==> src/rtl/hw_sw_byte_link.sv <==
// Fabric-side endpoint of the byte-wide PIO handshake with the Nios II: assembles
// MSB-first messages for the core and streams the core's result back byte by byte.
module hw_sw_byte_link #(
  parameter int NBYTES      = 16,
  parameter int SYNC_STAGES = 2
) (
  input  logic                clk_clk,
  input  logic                reset_reset_n,
  input  logic [7:0]          to_hw_port_export,
  input  logic [1:0]          to_hw_sig_export,
  output logic [7:0]          to_sw_port_export,
  output logic [1:0]          to_sw_sig_export,
  output logic [8*NBYTES-1:0] rx_data,
  output logic                rx_valid,
  input  logic [8*NBYTES-1:0] tx_data,
  input  logic                tx_valid,
  output logic                tx_ready,
  output logic                busy
);

  localparam int            CW   = $clog2(NBYTES);
  localparam logic [CW-1:0] LAST = CW'(NBYTES - 1);

  localparam logic [1:0] CMD_IDLE  = 2'b00;
  localparam logic [1:0] CMD_WR    = 2'b01;
  localparam logic [1:0] CMD_RD    = 2'b10;
  localparam logic [1:0] CMD_ABORT = 2'b11;

  // state      | meaning
  // S_IDLE     | waiting for a write byte (cnt = bytes already received)
  // S_WR_ACK   | byte latched, acking until software returns to idle
  // S_WAIT_RES | message delivered, waiting for the core's result
  // S_RES_RDY  | result buffered, waiting for a read request
  // S_RD_ACK   | byte on to_sw_port, waiting for software to return to idle
  typedef enum logic [2:0] {
    S_IDLE,
    S_WR_ACK,
    S_WAIT_RES,
    S_RES_RDY,
    S_RD_ACK
  } state_t;

  state_t state_q, state_d;

  logic [SYNC_STAGES-1:0][7:0] port_sync_q, port_sync_d;
  logic [SYNC_STAGES-1:0][1:0] sig_sync_q, sig_sync_d;
  logic [7:0]                  port_s;
  logic [1:0]                  sig_s;

  logic [CW-1:0]               cnt_q, cnt_d;
  logic [CW-1:0]               byte_idx;
  logic [NBYTES-1:0][7:0]      asm_q, asm_d;
  logic [NBYTES-1:0][7:0]      rx_data_q, rx_data_d;
  logic [NBYTES-1:0][7:0]      tx_buf_q, tx_buf_d;
  logic                        rx_valid_q, rx_valid_d;
  logic                        tx_ready_q, tx_ready_d;
  logic [7:0]                  port_out_q, port_out_d;
  logic [1:0]                  sig_out_q, sig_out_d;

  generate
    if (SYNC_STAGES == 1) begin : g_sync_single
      always_comb begin
        port_sync_d = to_hw_port_export;
        sig_sync_d  = to_hw_sig_export;
      end
    end else begin : g_sync_chain
      always_comb begin
        port_sync_d = {port_sync_q[SYNC_STAGES-2:0], to_hw_port_export};
        sig_sync_d  = {sig_sync_q[SYNC_STAGES-2:0], to_hw_sig_export};
      end
    end
  endgenerate

  assign port_s = port_sync_q[SYNC_STAGES-1];
  assign sig_s  = sig_sync_q[SYNC_STAGES-1];

  // Byte k lives in packed element NBYTES-1-k, which places it MSB first.
  assign byte_idx = LAST - cnt_q;

  always_comb begin
    state_d    = state_q;
    cnt_d      = cnt_q;
    asm_d      = asm_q;
    rx_data_d  = rx_data_q;
    rx_valid_d = 1'b0;
    tx_buf_d   = tx_buf_q;
    port_out_d = port_out_q;

    if (sig_s == CMD_ABORT) begin
      state_d    = S_IDLE;
      cnt_d      = '0;
      port_out_d = '0;
      tx_buf_d   = '0;
    end else begin
      case (state_q)
        S_IDLE: begin
          if (sig_s == CMD_WR) begin
            asm_d[byte_idx] = port_s;
            state_d         = S_WR_ACK;
          end
        end
        S_WR_ACK: begin
          if (sig_s == CMD_IDLE) begin
            if (cnt_q == LAST) begin
              // Assembly buffer is separate so an abort never disturbs rx_data.
              rx_valid_d = 1'b1;
              rx_data_d  = asm_q;
              cnt_d      = '0;
              state_d    = S_WAIT_RES;
            end else begin
              cnt_d   = cnt_q + 1'b1;
              state_d = S_IDLE;
            end
          end
        end
        S_WAIT_RES: begin
          if (tx_ready_q && tx_valid) begin
            tx_buf_d = tx_data;
            state_d  = S_RES_RDY;
          end
        end
        S_RES_RDY: begin
          if (sig_s == CMD_RD) begin
            port_out_d = tx_buf_q[byte_idx];
            state_d    = S_RD_ACK;
          end
        end
        S_RD_ACK: begin
          if (sig_s == CMD_IDLE) begin
            if (cnt_q == LAST) begin
              cnt_d      = '0;
              port_out_d = '0;
              state_d    = S_IDLE;
            end else begin
              cnt_d   = cnt_q + 1'b1;
              state_d = S_RES_RDY;
            end
          end
        end
        default: state_d = S_IDLE;
      endcase
    end

    case (state_d)
      S_WR_ACK:  sig_out_d = 2'b01;
      S_RES_RDY: sig_out_d = 2'b11;
      S_RD_ACK:  sig_out_d = 2'b10;
      default:   sig_out_d = 2'b00;
    endcase

    // Ready only from the second S_WAIT_RES cycle, so it never overlaps rx_valid.
    tx_ready_d = (state_q == S_WAIT_RES) && (state_d == S_WAIT_RES);
  end

  always_ff @(posedge clk_clk or negedge reset_reset_n) begin
    if (!reset_reset_n) begin
      state_q     <= S_IDLE;
      port_sync_q <= '0;
      sig_sync_q  <= '0;
      cnt_q       <= '0;
      asm_q       <= '0;
      rx_data_q   <= '0;
      rx_valid_q  <= 1'b0;
      tx_buf_q    <= '0;
      tx_ready_q  <= 1'b0;
      port_out_q  <= '0;
      sig_out_q   <= '0;
    end else begin
      state_q     <= state_d;
      port_sync_q <= port_sync_d;
      sig_sync_q  <= sig_sync_d;
      cnt_q       <= cnt_d;
      asm_q       <= asm_d;
      rx_data_q   <= rx_data_d;
      rx_valid_q  <= rx_valid_d;
      tx_buf_q    <= tx_buf_d;
      tx_ready_q  <= tx_ready_d;
      port_out_q  <= port_out_d;
      sig_out_q   <= sig_out_d;
    end
  end

  assign to_sw_port_export = port_out_q;
  assign to_sw_sig_export  = sig_out_q;
  assign rx_data           = rx_data_q;
  assign rx_valid          = rx_valid_q;
  assign tx_ready          = tx_ready_q;
  assign busy              = !((state_q == S_IDLE) && (cnt_q == '0));

endmodule

==> config.mk <==
export PLATFORM = sky130hd
export DESIGN_NAME = hw_sw_byte_link
export DESIGN_NICKNAME = d
export VERILOG_FILES = /design/src/rtl/hw_sw_byte_link.sv
export SDC_FILE = /design/constraint.sdc
export NUM_CORES = 1
export LEC_CHECK = 0
export CORE_ASPECT_RATIO = 0.5
export CORE_MARGIN = 4
export CORE_UTILIZATION = 35
export CTS_BUF_LIST = sky130_fd_sc_hd__clkbuf_8 sky130_fd_sc_hd__clkbuf_16
export CTS_CLUSTER_DIAMETER = 80
export DETAILED_ROUTE_END_ITERATION = 8
export PLACE_DENSITY = 0.62
export SLEW_MARGIN = 20
export SYNTH_ARGS = -nofsm -noshare
export SYNTH_HDL_FRONTEND = slang
export SYNTH_SLANG_ARGS = --single-unit
==> constraint.sdc <==
create_clock -name clk_clk -period 1.8 [get_ports clk_clk]
set_input_delay 0.18 -clock clk_clk [delete_from_list [all_inputs] [get_ports clk_clk]]
set_output_delay 0.18 -clock clk_clk [all_outputs]
set_load 0.02 [all_outputs]
# ---- After elaboration in Yosys (flattened, before gate mapping)
# Cells that the tools add are included.
dict set report classes {
  order_cmp 2
  n_reduce_logical 19
  n_addsub 2
  n_eq_ne 15
  bitwise 1
  mux 31
}
# op count
set op_table {}
lappend op_table {{128-bit two-way mux} 3}
lappend op_table {{128-bit bitwise mux} 1}
lappend op_table {{8-bit two-way mux} 6}
lappend op_table {{8-bit binary-select mux with 4-bit select} 1}
lappend op_table {{8-bit demux with 4-bit select} 1}
lappend op_table {{3-bit two-way mux} 6}
lappend op_table {{4-bit two-way mux} 4}
lappend op_table {{8-bit case mux with 2 select lines} 1}
lappend op_table {{3-bit case mux with 5 select lines} 1}
lappend op_table {{3-bit by 2-bit == test with 1-bit output, second input constant} 4}
lappend op_table {{3-bit inequality test, second input constant} 3}
lappend op_table {{4-bit AND reduction} 2}
lappend op_table {{2-bit nonzero test} 4}
lappend op_table {{3-bit by 1-bit == test with 1-bit output, second input constant} 2}
lappend op_table {{3-bit == test, second input constant} 2}
lappend op_table {{2-bit case mux with 3 select lines} 1}
lappend op_table {{4-bit by 5-bit < comparator with 1-bit output, second input constant} 1}
lappend op_table {{4-bit by 1-bit adder with 4-bit output, second input constant} 1}
lappend op_table {{2-bit == test, second input constant} 2}
lappend op_table {{4-bit == test, second input constant} 1}
lappend op_table {{4-bit by 1-bit greater-or-equal comparator with 1-bit output, second input constant} 1}
lappend op_table {{1-bit logical AND} 4}
lappend op_table {{4-bit zero test} 1}
lappend op_table {{1-bit two-way mux} 4}
lappend op_table {{other kinds (11)} 13}
dict set report word_totals {
  ff_bits 423
  output_inout_bits 141
  input_bits 141
}

# ---- Logic depth before layout (Yosys ltp)
# Gate-level depths: netlist of the first run.
dict set report depth {
  ltp_word 7
  ltp_mapped 8
  mapped_depth_nobuf 7
}

# ---- Worst setup path after synthesis of the first run
# Ideal clock, no wire load.
dict set report synth_path {
  kind {register to register}
  from {register cnt_q[1]}
  to {register asm_q[120] in the netlist's numbering}
  path_slack_ns -0.069
  required_ns 1.675
  stages_incl_launch_ff 9
  t_arrival_ns 1.745
  synth_period_minus_slack_ns 1.869
  path_cell_list {dfrtp_1 buf_2 inv_1 ha_1 nor4b_1 and2_1 buf_2 nand2_2 mux2_2}
}
dict set report synth_via {
  elab_chain_len 6
  word_cells_on_any_way 7
}
# element line_no
set synth_lines {}
lappend synth_lines {{start: declaration} 50} ;# logic [CW-1:0] cnt_q, cnt_d;
lappend synth_lines {{start signal: assignment} 172} ;# cnt_q <= cnt_d;
lappend synth_lines {{4-bit subtractor *} 78} ;# assign byte_idx = LAST - cnt_q;
lappend synth_lines {{4-bit by 5-bit < comparator with 1-bit output (implied by the code) / 4-bit by 1-bit greater-or-equal comparator with 1-bit output (equally long branches)} 98} ;# asm_d[byte_idx] = port_s;
lappend synth_lines {{1-bit logical AND (implied by the code)} 98}
lappend synth_lines {{8-bit two-way mux (implied by the code)} 98}
lappend synth_lines {{8-bit demux with 4-bit select *} 98}
lappend synth_lines {{128-bit bitwise mux *} 98}
lappend synth_lines {{end signal: assignment} 173} ;# asm_q <= asm_d;
lappend synth_lines {{end: declaration} 52} ;# logic [NBYTES-1:0][7:0] asm_q, asm_d;
# Mark *: on every way between the ends. The rest lies on a longest branch, timed or not.
# A chain may end at the register's enable or synchronous reset.

# ---- Worst setup path after layout of the first run
dict set report layout_path {
  from {register sig_sync_q (netlist bit sig_s[1])}
  to {register rx_data_q (netlist bit rx_data[97])}
}
dict set report layout_via {
  elab_chain_len 3
  word_cells_on_any_way 4
}
# element line_no
set layout_lines {}
lappend layout_lines {{start: declaration} 46} ;# logic [SYNC_STAGES-1:0][1:0] sig_sync_q, sig_sync_d;
lappend layout_lines {{start signal: assignment} 171} ;# sig_sync_q <= sig_sync_d;
lappend layout_lines {{2-bit == test} 89} ;# if (sig_s == CMD_ABORT) begin
lappend layout_lines {{1-bit NOT (no line)} -}
lappend layout_lines {{4-bit AND reduction (no line) *} -}
lappend layout_lines {{end signal: assignment} 174} ;# rx_data_q <= rx_data_d;
lappend layout_lines {{end: declaration} 53} ;# logic [NBYTES-1:0][7:0] rx_data_q, rx_data_d;
# Marked as above.

==> impl_metrics.py, run 1 <==
metrics = {
    "setup_path": {
        "startpoint_type": "register",
        "cp_common_cell": "buf_12",
        "required_ns": 2.23,
        "cpLargestDelayFamily": "buffers and inverters",
        "critPathSlowestCell": "dfrtp_1",
        "slowest_delay_ns": 0.39,
        "cp.arrival_ns": 2.35,
        "crit_fanout": 5,
        "crit_buf_inv": 5,
        "end_kind": "register",
        "critPathKind": "reg2reg",
        "crit_chain": "inv_2, buf_6, ha_4, and4_4, and3_4, buf_12, buf_12, clkbuf_16, mux2_4",
    },
    "clock_tree": {
        "clock_path_buffers": 3,
        "cts_buffers": 40,
        "root_buffer": "clkbuf_16",
        "clock-sinks": 423,
        "cts_tree": "done",
        "path_clk_slew_ns": 0.06,
        "ctsHtreeMaxLevel": 2,
        "clk_latency_ns": 0.54,
    },
    "pwr": {
        "switchingPower_mw": 6.08,
        "netSwitchingFraction_pct": 25.9,
        "p_int_mw": 17.4,
        "seqPwrFrac_pct": 48.4,
        "pwr-share-comb_pct": 16.6,
        "peakVddDrop_mv": 0.706,
        "pwr-share-clk_pct": 35.0,
        "p_per_area_nw_per_um2": 943,
        "cellLeakagePower_nw": 11.2,
    },
    "die": {
        "ios": 282,
        "fp.coreArea_um2": 49300,
        "dieArea_um2": 54600,
        "die_width_um": 326,
        "start_util_pct": 36.0,
        "die_h_um": 167,
        "rows": 57,
    },
    "synthesis": {
        "synth_area_leaders": "dfrtp_1 (60%), mux2_4 (10%), mux2_2 (8.4%), nand2_1 (5.6%), mux4_2 (4.1%)",
        "synth_nets": 1461,
        "ys_types": 50,
        "synth_enable_flop_cells": 0,
        "yosysSeqAreaShare_pct": 59.7,
        "ys_warn_count": 0,
        "yosys.area.top_type_share_pct": 59.7,
        "synth.ff_latch_count": 423,
        "yosys.area.top_type": "dfrtp_1",
        "async_reset_ff_share_pct": 100,
        "ys.flop_type": "dfrtp_1",
        "netlist_instances": 1309,
        "syn-mean-instance-area_um2": 13.5,
        "mappedNetlistArea_um2": 17700,
    },
    "drt": {
        "route.detailed.drc": 0,
        "drtPass1Iterations": 5,
        "wl_per_cell_um": 20.8,
        "routed_via_density": 4.79,
        "vias": 11500,
        "drt_iter0_drc": 685,
        "ant_nets": 0,
        "routed_wl_um": 50000,
    },
    "sta": {
        "final_hold_viol_count": 0,
        "finClkSkew_ns": 0.0177,
        "fmax_mhz": 520,
        "finalWorstSetupSlack_ns": -0.124,
        "grt_setup_unrepaired": "yes",
        "worst_pin_slew_ns": 0.891,
        "setup_viol": 269,
        "setup-tns-final_ns": -14.52,
        "hold_slack_ns": 0.0783,
        "min_period_ns": 1.92,
        "final.period_utilization_pct": 107,
        "max_slew_margin_pct": 40.6,
        "slew_violations": 0,
    },
    "cells_and_area": {
        "syn_to_final_growth_pct": 40.4,
        "final_common_cell": "dfrtp_1",
        "nFillCells": 4235,
        "nets": 1850,
        "drive_gt1_share_pct": 36.7,
        "post-route-util_pct": 50.5,
        "final_cell_mix": "dfrtp_1 (420), clkdlybuf4s50_1 (262), nand2_1 (231)",
    },
    "placed_design": {
        "io_buffer_count": 281,
        "dp_hpwl_um": 32200,
        "gp_congestion": 0.781,
    },
    "global_route": {
        "track_usage_pct": 17.4,
        "grt_max_degree": 65,
        "gr-total-overflow": 0,
        "antenna_found_initial": 4,
        "grt_pass1_wl_um": 74400,
        "grt_pass1_vias": 12300,
    },
    "outcome": {
        "status": "complete, but fails checks",
        "failed_checks": "negative setup slack",
    },
    "job": {
        "cap_violations": 0,
    },
    "hold_path": {
        "hp-class": "in2reg",
    },
}
## layer usage
layer  routed length [µm]  share of wire, %  track usage (%)  vias up
li1                     -                 -                -     5298
met1                21000                42             22.2     5970
met2                26100                52             31.3      205
met3                 1950               3.9             2.98       63
met4                  954               1.9             4.05        2
met5                   13             0.026                0        -
## worst paths after layout
check | end | depth (start not counted) | from | slack, ns
setup / recovery | rx_data[97] | 9 | sig_s[1] | -0.12
hold / removal | port_sync_d[8] | 1 | to_hw_port_export[0] | 0.08
setup reg to reg | rx_data[97] | 9 | sig_s[1] | -0.12
hold reg to reg | port_s[6] | 0 | port_sync_d[14] | 0.35
max in group asynchronous | tx_buf_q[127] | 4 | reset_reset_n | 0.85
min in group asynchronous | tx_buf_q[49] | 2 | reset_reset_n | 0.09
## kinds of logic (layout without fill, tap and decap cells)
kind of cell,Yosys count,after routing,synth area share [%]
other,0,2,0
DFF,423,423,59.7
xor gates and xnor gates,2,2,0.0988
muxes,298,298,23.4
AOI/OAI and AO/OA,168,168,5.04
adders and majority gates,11,11,0.776
buffers and inverters,91,509,3.42
and+or+nand+nor,316,316,7.55
## worst register-to-register path: cells and delay by family (launching register included)
| family | cells | cell delay (ns) |
|---|---|---|
| buffers and inverters | 5 | 0.59 |
| and+or+nand+nor | 2 | 0.42 |
| muxes | 1 | 0.30 |
| adders and majority gates | 1 | 0.13 |
| DFF | 1 | 0.39 |
## cells in the mapped netlist (2+ instances only)
| cell type | number |
|---|---|
| a21oi_1 | 139 |
| nand2_1 | 264 |
| dfrtp_1 | 423 |
| and2_1 | 2 |
| nand2_2 | 12 |
| nor4_2 | 2 |
| buf_12 | 11 |
| mux2_2 | 132 |
| buf_1 | 4 |
| mux2_1 | 4 |
| o21ai_0 | 10 |
| buf_6 | 3 |
| buf_8 | 2 |
| mux2_4 | 120 |
| mux4_2 | 32 |
| a22o_1 | 7 |
| o21ai_1 | 3 |
| and2_0 | 2 |
| nor2b_1 | 6 |
| nor2_1 | 8 |
| nand3_1 | 3 |
| and3_1 | 5 |
| ha_1 | 11 |
| mux2i_1 | 10 |
| inv_1 | 8 |
| buf_2 | 33 |
| clkbuf_1 | 30 |
## power by group through the flow
stage | registers [mW] | logic (mW) | clock network [mW]
2_1_floorplan | 11.3 | 1.99 | 0
3_3_place_gp | 11.5 | 3.53 | 0
3_5_place_dp | 11.5 | 3.58 | 0
4_1_cts | 11.4 | 3.72 | 8.44
5_1_grt | 11.5 | 4.21 | 8.85
6_report | 11.4 | 3.89 | 8.22
## final cells by class
cell class / instances / area (µm²) / share of cell area [%]
Antenna cell: 2 / 5.00 / 0.0201
Clock buffer: 43 / 1040 / 4.19
Clock inverter: 28 / 203 / 0.814
Inverter: 8 / 30.0 / 0.121
Multi-Input combinational cell: 795 / 7240 / 29.1
Sequential cell: 423 / 10600 / 42.5
Tap cell: 678 / 848 / 3.41
Timing Repair Buffer: 430 / 4930 / 19.8
## registers in the layout, summed over array words and instances, names as in the netlist
register / flops
asm_q: 128
cnt_q: 4
port_s: 8
port_sync_d: 8
rx_data: 128
rx_valid: 1
sig_s: 2
sig_sync_d: 2
state_q: 3
to_sw_port_export: 8
to_sw_sig_export: 2
tx_buf_q: 128
tx_ready: 1
## per-stage QoR
step / cell area [µm²] / instances / worst slack [ns] / total power, mW
floorplan: 17700 / 1309 / -0.0230 / 13.3
global placement: 22100 / 2288 / -0.185 / 15.0
detailed placement: 22100 / 2288 / -0.205 / 15.1
CTS: 23900 / 2388 / -0.102 / 23.5
global route: 24900 / 2407 / -0.170 / 24.6
finish: 24900 / 2407 / -0.124 / 23.5
## repair_timing
item	CTS	global route
resized for setup	84	157
endpoints found under the hold margin	224	0
pin swaps	6	49
endpoints found under the setup margin	403	399
gates cloned	9	17
hold buffers	1	0
buffers inserted	20	8
(Power assumes the default switching activity.)
==> run 2, diff against run 1 <==
Settings changed: GPL_ROUTABILITY_DRIVEN set to 0, REMOVE_ABC_BUFFERS set to 1.
==> run 2 against run 1 <==
  * The flow still finishes with violations (negative setup slack)
  * Sequential power barely moved
  * Combinational power is 2% higher
  * Count of clock-buffer cells in the layout up 7
  * Die area stayed put
  * Worst setup slack gained 0.0088 ns
  * Core utilization is 1.1 points lower
  * Power up 3.0%
  * Critical path depth unchanged
  * Critical endpoint is now rx_data[44]
  * Highest routed layer is now met4
==> impl_metrics.py, run 2 (same netlist as run 1, synthesis figures left out) <==
metrics = {
    "outcome": {
        "status": "complete, but fails checks",
        "failed_checks": "negative setup slack",
    },
    "global_route": {
        "gr-total-overflow": 0,
        "grt_max_degree": 76,
        "grt_pass1_vias": 12200,
        "antenna_found_initial": 0,
        "track_usage_pct": 16.7,
        "grt_pass1_wl_um": 71700,
    },
    "drt": {
        "met2RoutedLength_um": 25100,
        "drtPass1Iterations": 5,
        "routed_wl_um": 46100,
        "drt_iter0_drc": 519,
        "highest_layer": "met4",
        "wl_met1_um": 18700,
        "route.met3.wl_um": 1300,
        "route.detailed.drc": 0,
        "vias": 11400,
        "wl_per_cell_um": 19.2,
        "ant_nets": 0,
        "routed_via_density": 4.75,
    },
    "setup_path": {
        "crit_chain": "inv_2, buf_6, ha_4, and4_4, and3_4, buf_12, buf_8, buf_12, mux2_4",
        "cpLargestDelayFamily": "buffers and inverters",
        "critPathKind": "reg2reg",
        "startpoint_type": "register",
        "cp.depth": 9,
        "slowest_delay_ns": 0.38,
        "reg2reg_depth": 9,
        "end_kind": "register",
        "critPathCapture": "rx_data[44]",
        "cp.arrival_ns": 2.36,
        "crit_buf_inv": 5,
        "r2r_slack_ns": -0.11,
        "critPathSlowestCell": "dfrtp_1",
        "timing.rr.end": "rx_data[44]",
        "required_ns": 2.25,
        "r2r-start": "sig_s[1]",
        "crit_path_start": "sig_s[1]",
        "cp_common_cell": "buf_12",
        "crit_fanout": 8,
    },
    "die": {
        "start_util_pct": 36.0,
        "rows": 57,
        "die_h_um": 167,
        "fp.coreArea_um2": 49300,
        "ios": 282,
        "die_width_um": 326,
        "dieArea_um2": 54600,
    },
    "sta": {
        "max_slew_margin_pct": 39.0,
        "slew_violations": 0,
        "final_hold_viol_count": 0,
        "min_period_ns": 1.91,
        "fmax_mhz": 522,
        "grt_setup_unrepaired": "yes",
        "finClkSkew_ns": 0.0274,
        "final.period_utilization_pct": 106,
        "finalWorstSetupSlack_ns": -0.115,
        "hold_slack_ns": 0.0546,
        "setup_viol": 128,
        "worst_pin_slew_ns": 0.914,
    },
    "clock_tree": {
        "cts_buffers": 41,
        "cts_tree": "done",
        "ctsHtreeMaxLevel": 2,
        "clock-sinks": 423,
        "root_buffer": "clkbuf_16",
        "clock_path_buffers": 3,
        "clk_latency_ns": 0.57,
        "path_clk_slew_ns": 0.06,
    },
    "cells_and_area": {
        "antenna_cells": 0,
        "syn_to_final_growth_pct": 37.2,
        "nets": 1841,
        "final_cell_mix": "dfrtp_1 (418), nand2_1 (261), clkdlybuf4s50_1 (232)",
        "final_common_cell": "dfrtp_1",
        "drive_gt1_share_pct": 31.8,
    },
    "placed_design": {
        "dp_slack_ns": -0.228,
        "dp_hpwl_um": 31100,
        "io_buffer_count": 281,
    },
    "job": {
        "cap_violations": 0,
    },
    "pwr": {
        "p_per_area_nw_per_um2": 993,
        "cellLeakagePower_nw": 11.3,
        "design_power_total_mw": 24.2,
        "peakVddDrop_mv": 0.607,
    },
    "hold_path": {
        "hp-class": "in2reg",
    },
}
==> run 2: per-layer routing <==
metal  global-route usage [%]  up-vias
li1                         -     5272
met3                     2.75       60
met5                        0        -
met4                     4.37        0
met1                     20.0     5908
met2                     31.2      156
==> run 2: worst min path at each step <==
| stage | startpoint | to | cells past startpoint |
|---|---|---|---|
| after floorplan | reset_reset_n | asm_q[0] | 0 |
| after global placement | reset_reset_n | tx_buf_q[75] | 1 |
| after detailed placement | reset_reset_n | tx_buf_q[96] | 1 |
| after CTS | to_hw_port_export[6] | port_sync_d[14] | 1 |
| after global routing | to_hw_port_export[6] | port_sync_d[14] | 1 |
| final | to_hw_port_export[6] | port_sync_d[14] | 1 |
==> run 2: cell type report <==
cell class | count | area, µm²
Clock buffer | 50 | 1160
Clock inverter | 25 | 233
Fill cell | 4338 | 24900
Inverter | 8 | 30.0
Multi-Input combinational cell | 795 | 6940
Sequential cell | 423 | 10600
Tap cell | 678 | 848
Timing Repair Buffer | 420 | 4540
==> run 2: power breakdown <==
| part | internal, mW | switching (mW) | total [mW] |
|---|---|---|---|
| sequential | 10.7 | 0.658 | 11.3 |
| combinational | 2.27 | 1.69 | 3.96 |
| clock | 5.06 | 3.79 | 8.85 |
==> run 2: what timing repair did <==
| action | CTS | global route |
|---|---|---|
| buffers inserted | 18 | 16 |
| hold buffers | 1 | 0 |
| resized for setup | 92 | 81 |
| cloned | 3 | 3 |
| pin swaps | 5 | 8 |
| hold endpoints to repair | 302 | 0 |
| endpoints found under the setup margin | 329 | 408 |
==> run 2: stage by stage <==
| step | instance area (µm²) | std cells | utilization, % | TNS, ns |
|---|---|---|---|---|
| floorplan | 17200 | 1226 | - | -765.94 |
| global placement | 22000 | 2288 | 44.7 | -23.20 |
| detailed placement | 22000 | 2288 | 44.7 | -28.57 |
| CTS | 23800 | 2383 | 48.3 | -8.30 |
| global route | 24300 | 2399 | 49.4 | -21.13 |
| finish | 24300 | 2399 | 49.4 | -8.14 |
==> run 3, diff against run 2 <==
Settings changed: CORE_MARGIN 4 to 1, PLACE_DENSITY 0.62 to 0.6.
Clock period 1.8 ns to 1.9 ns, I/O delays scaled along.
==> run 3 against run 2 <==
  * The flow still finishes with violations (negative setup slack)
  * Wire length rose by 0.75%
  * Core utilization fell by 0.44 points
  * Clock power fell by 5.1%
  * First-iteration DRC count rose by 1.3%
  * Sequential power fell by 4%
  * Register-to-register slack improved by 0.06 ns
  * Sequential share of layout area rose by 0.39 points
  * Final area fell by 0.89%
  * Clock skew fell by 0.0066 ns
  * Combinational power fell by 8.8%
  * Largest cell class unchanged
==> impl_metrics.py, run 3 (same netlist as run 1, synthesis figures left out) <==
metrics = {
    "die": {
        "die_h_um": 161,
        "rows": 57,
        "ios": 282,
        "die_width_um": 320,
        "dieArea_um2": 51600,
        "start_util_pct": 36.0,
        "fp.coreArea_um2": 49300,
    },
    "setup_path": {
        "timing.rr.end": "rx_data[117]",
        "cp.arrival_ns": 2.38,
        "startpoint_type": "register",
        "critPathSlowestCell": "dfrtp_1",
        "crit_buf_inv": 4,
        "end_kind": "register",
        "r2r_slack_ns": -0.05,
        "cp_common_cell": "buf_12",
        "crit_fanout": 8,
        "r2r-start": "sig_s[0]",
        "slowest_delay_ns": 0.40,
        "required_ns": 2.33,
        "cpLargestDelayFamily": "buffers and inverters",
        "critPathKind": "reg2reg",
        "reg2reg_depth": 8,
        "crit_chain": "inv_2, ha_4, and4_4, and3_4, buf_12, buf_12, clkbuf_16, mux2_4",
    },
    "hold_path": {
        "hold_depth": 1,
        "hp-class": "in2reg",
        "worstHoldEndpoint": "port_sync_d[9]",
        "hp-start": "to_hw_port_export[1]",
    },
    "cells_and_area": {
        "regArea_um2": 10600,
        "layoutNonFillerInstCount": 2384,
        "fin_area_um2": 24100,
        "final_cell_mix": "dfrtp_1 (418), clkdlybuf4s50_1 (278), nand2_1 (253)",
        "drive_gt1_share_pct": 32.0,
        "antenna_cells": 0,
        "final_common_cell": "dfrtp_1",
        "nets": 1828,
        "nFillCells": 4321,
        "syn_to_final_growth_pct": 36.0,
        "multi_input_area_um2": 6780,
    },
    "clock_tree": {
        "ctsHtreeMaxLevel": 2,
        "root_buffer": "clkbuf_16",
        "path_clk_slew_ns": 0.07,
        "cts_buffers": 41,
        "clock-sinks": 423,
        "cts_tree": "done",
        "clock_path_buffers": 3,
        "clk_latency_ns": 0.54,
    },
    "pwr": {
        "p_per_area_nw_per_um2": 947,
        "cellLeakagePower_nw": 10.8,
        "peakVddDrop_mv": 0.518,
    },
    "sta": {
        "max_slew_margin_pct": 42.7,
        "min_period_ns": 1.95,
        "worst_pin_slew_ns": 0.860,
        "grt_setup_unrepaired": "yes",
        "finalWorstSetupSlack_ns": -0.0502,
        "finClkSkew_ns": 0.0208,
        "final.period_utilization_pct": 103,
        "slew_violations": 0,
        "final_hold_viol_count": 0,
        "fmax_mhz": 513,
        "setup_viol": 55,
        "setup-tns-final_ns": -1.33,
    },
    "drt": {
        "routed_wl_um": 46400,
        "route.detailed.drc": 0,
        "vias": 11400,
        "drtPass1Iterations": 4,
        "wl_per_cell_um": 19.5,
        "drt_iter0_drc": 526,
        "routed_via_density": 4.76,
        "ant_nets": 0,
    },
    "global_route": {
        "antenna_found_initial": 0,
        "track_usage_pct": 17.2,
        "grt_pass1_wl_um": 69000,
        "gr-total-overflow": 0,
        "grt_pass1_vias": 11800,
        "grt_max_degree": 78,
    },
    "outcome": {
        "failed_checks": "negative setup slack",
        "status": "complete, but fails checks",
    },
    "job": {
        "cap_violations": 0,
    },
    "placed_design": {
        "dpl_cell_area_um2": 21800,
        "io_buffer_count": 281,
        "dp_hpwl_um": 29600,
        "dp_cells": 2265,
    },
}
==> run 3: cell count changes in the layout (fill, tap and decap cells not counted), sizes merged <==
cell	before	now
buf	136	116
dlymetal6s2s	19	1
inv	18	16
clkinv	11	8
clkdlybuf4s50	232	278
clkbuf	53	63
dlygate4sd2	28	0
==> run 3: worst max path at each step <==
stage | startpoint | endpoint | slack [ns] | cells past startpoint
floorplan | sig_s[0] | rx_data[0] | -2.79 | 4
finish | sig_s[0] | rx_data[117] | -0.05 | 8
detailed placement | sig_s[1] | asm_q[20] | -0.20 | 7
CTS | state_q[2] | to_sw_sig_export[1] | -0.04 | 8
global placement | sig_s[1] | asm_q[54] | -0.15 | 7
global route | sig_s[0] | rx_data[103] | -0.1 | 7
==> run 3: stage by stage <==
| step | total power [mW] | hold slack, ns | setup slack (ns) | utilization [%] |
|---|---|---|---|---|
| 2_1_floorplan | 12.5 | -0.106 | -2.79 | - |
| 3_3_place_gp | 14.1 | 0.111 | -0.154 | 44.1 |
| 3_5_place_dp | 14.1 | 0.112 | -0.199 | 44.1 |
| 4_1_cts | 22.9 | 0.0624 | -0.0418 | 47.7 |
| 5_1_grt | 23.8 | 0.0626 | -0.0995 | 48.9 |
| 6_report | 22.8 | 0.0927 | -0.0502 | 48.9 |
==> run 3: timing repair <==
| item | CTS | global route |
|---|---|---|
| gates cloned | 3 | 11 |
| gates resized for setup | 33 | 63 |
| hold endpoints to repair | 329 | 0 |
| hold buffers | 1 | 0 |
| setup buffers | 16 | 16 |
| endpoints found under the setup margin | 213 | 264 |
| pin swaps | 3 | 11 |
==> run 3: area by class of cell <==
| class | instances | share of cell area [%] |
|---|---|---|
| well taps | 678 | 3.52 |
| clock inverters | 20 | 0.742 |
| repair buffers | 407 | 18.6 |
| multi-input cells | 795 | 28.1 |
| clock buffers | 53 | 4.99 |
| flip-flops and latches | 423 | 43.9 |
| inverters | 8 | 0.125 |
==> run 3: routing by layer <==
layer  global-route usage (%)  routed length, µm  vias up  share of wire [%]
met5                        0                  0        -                  0
met4                     4.52               1070        0                2.3
met3                     2.87               1390       64                3.0
met2                     30.9              24400      160                 53
met1                     21.6              19600     5870                 42
li1                         -                  -     5257                  -
==> run 3: report_power, final <==
group / switching (mW) / internal [mW]
Sequential: 0.696 / 10.1
Clock: 3.54 / 4.86
Combinational: 1.52 / 2.09
Total: 5.76 / 17.1
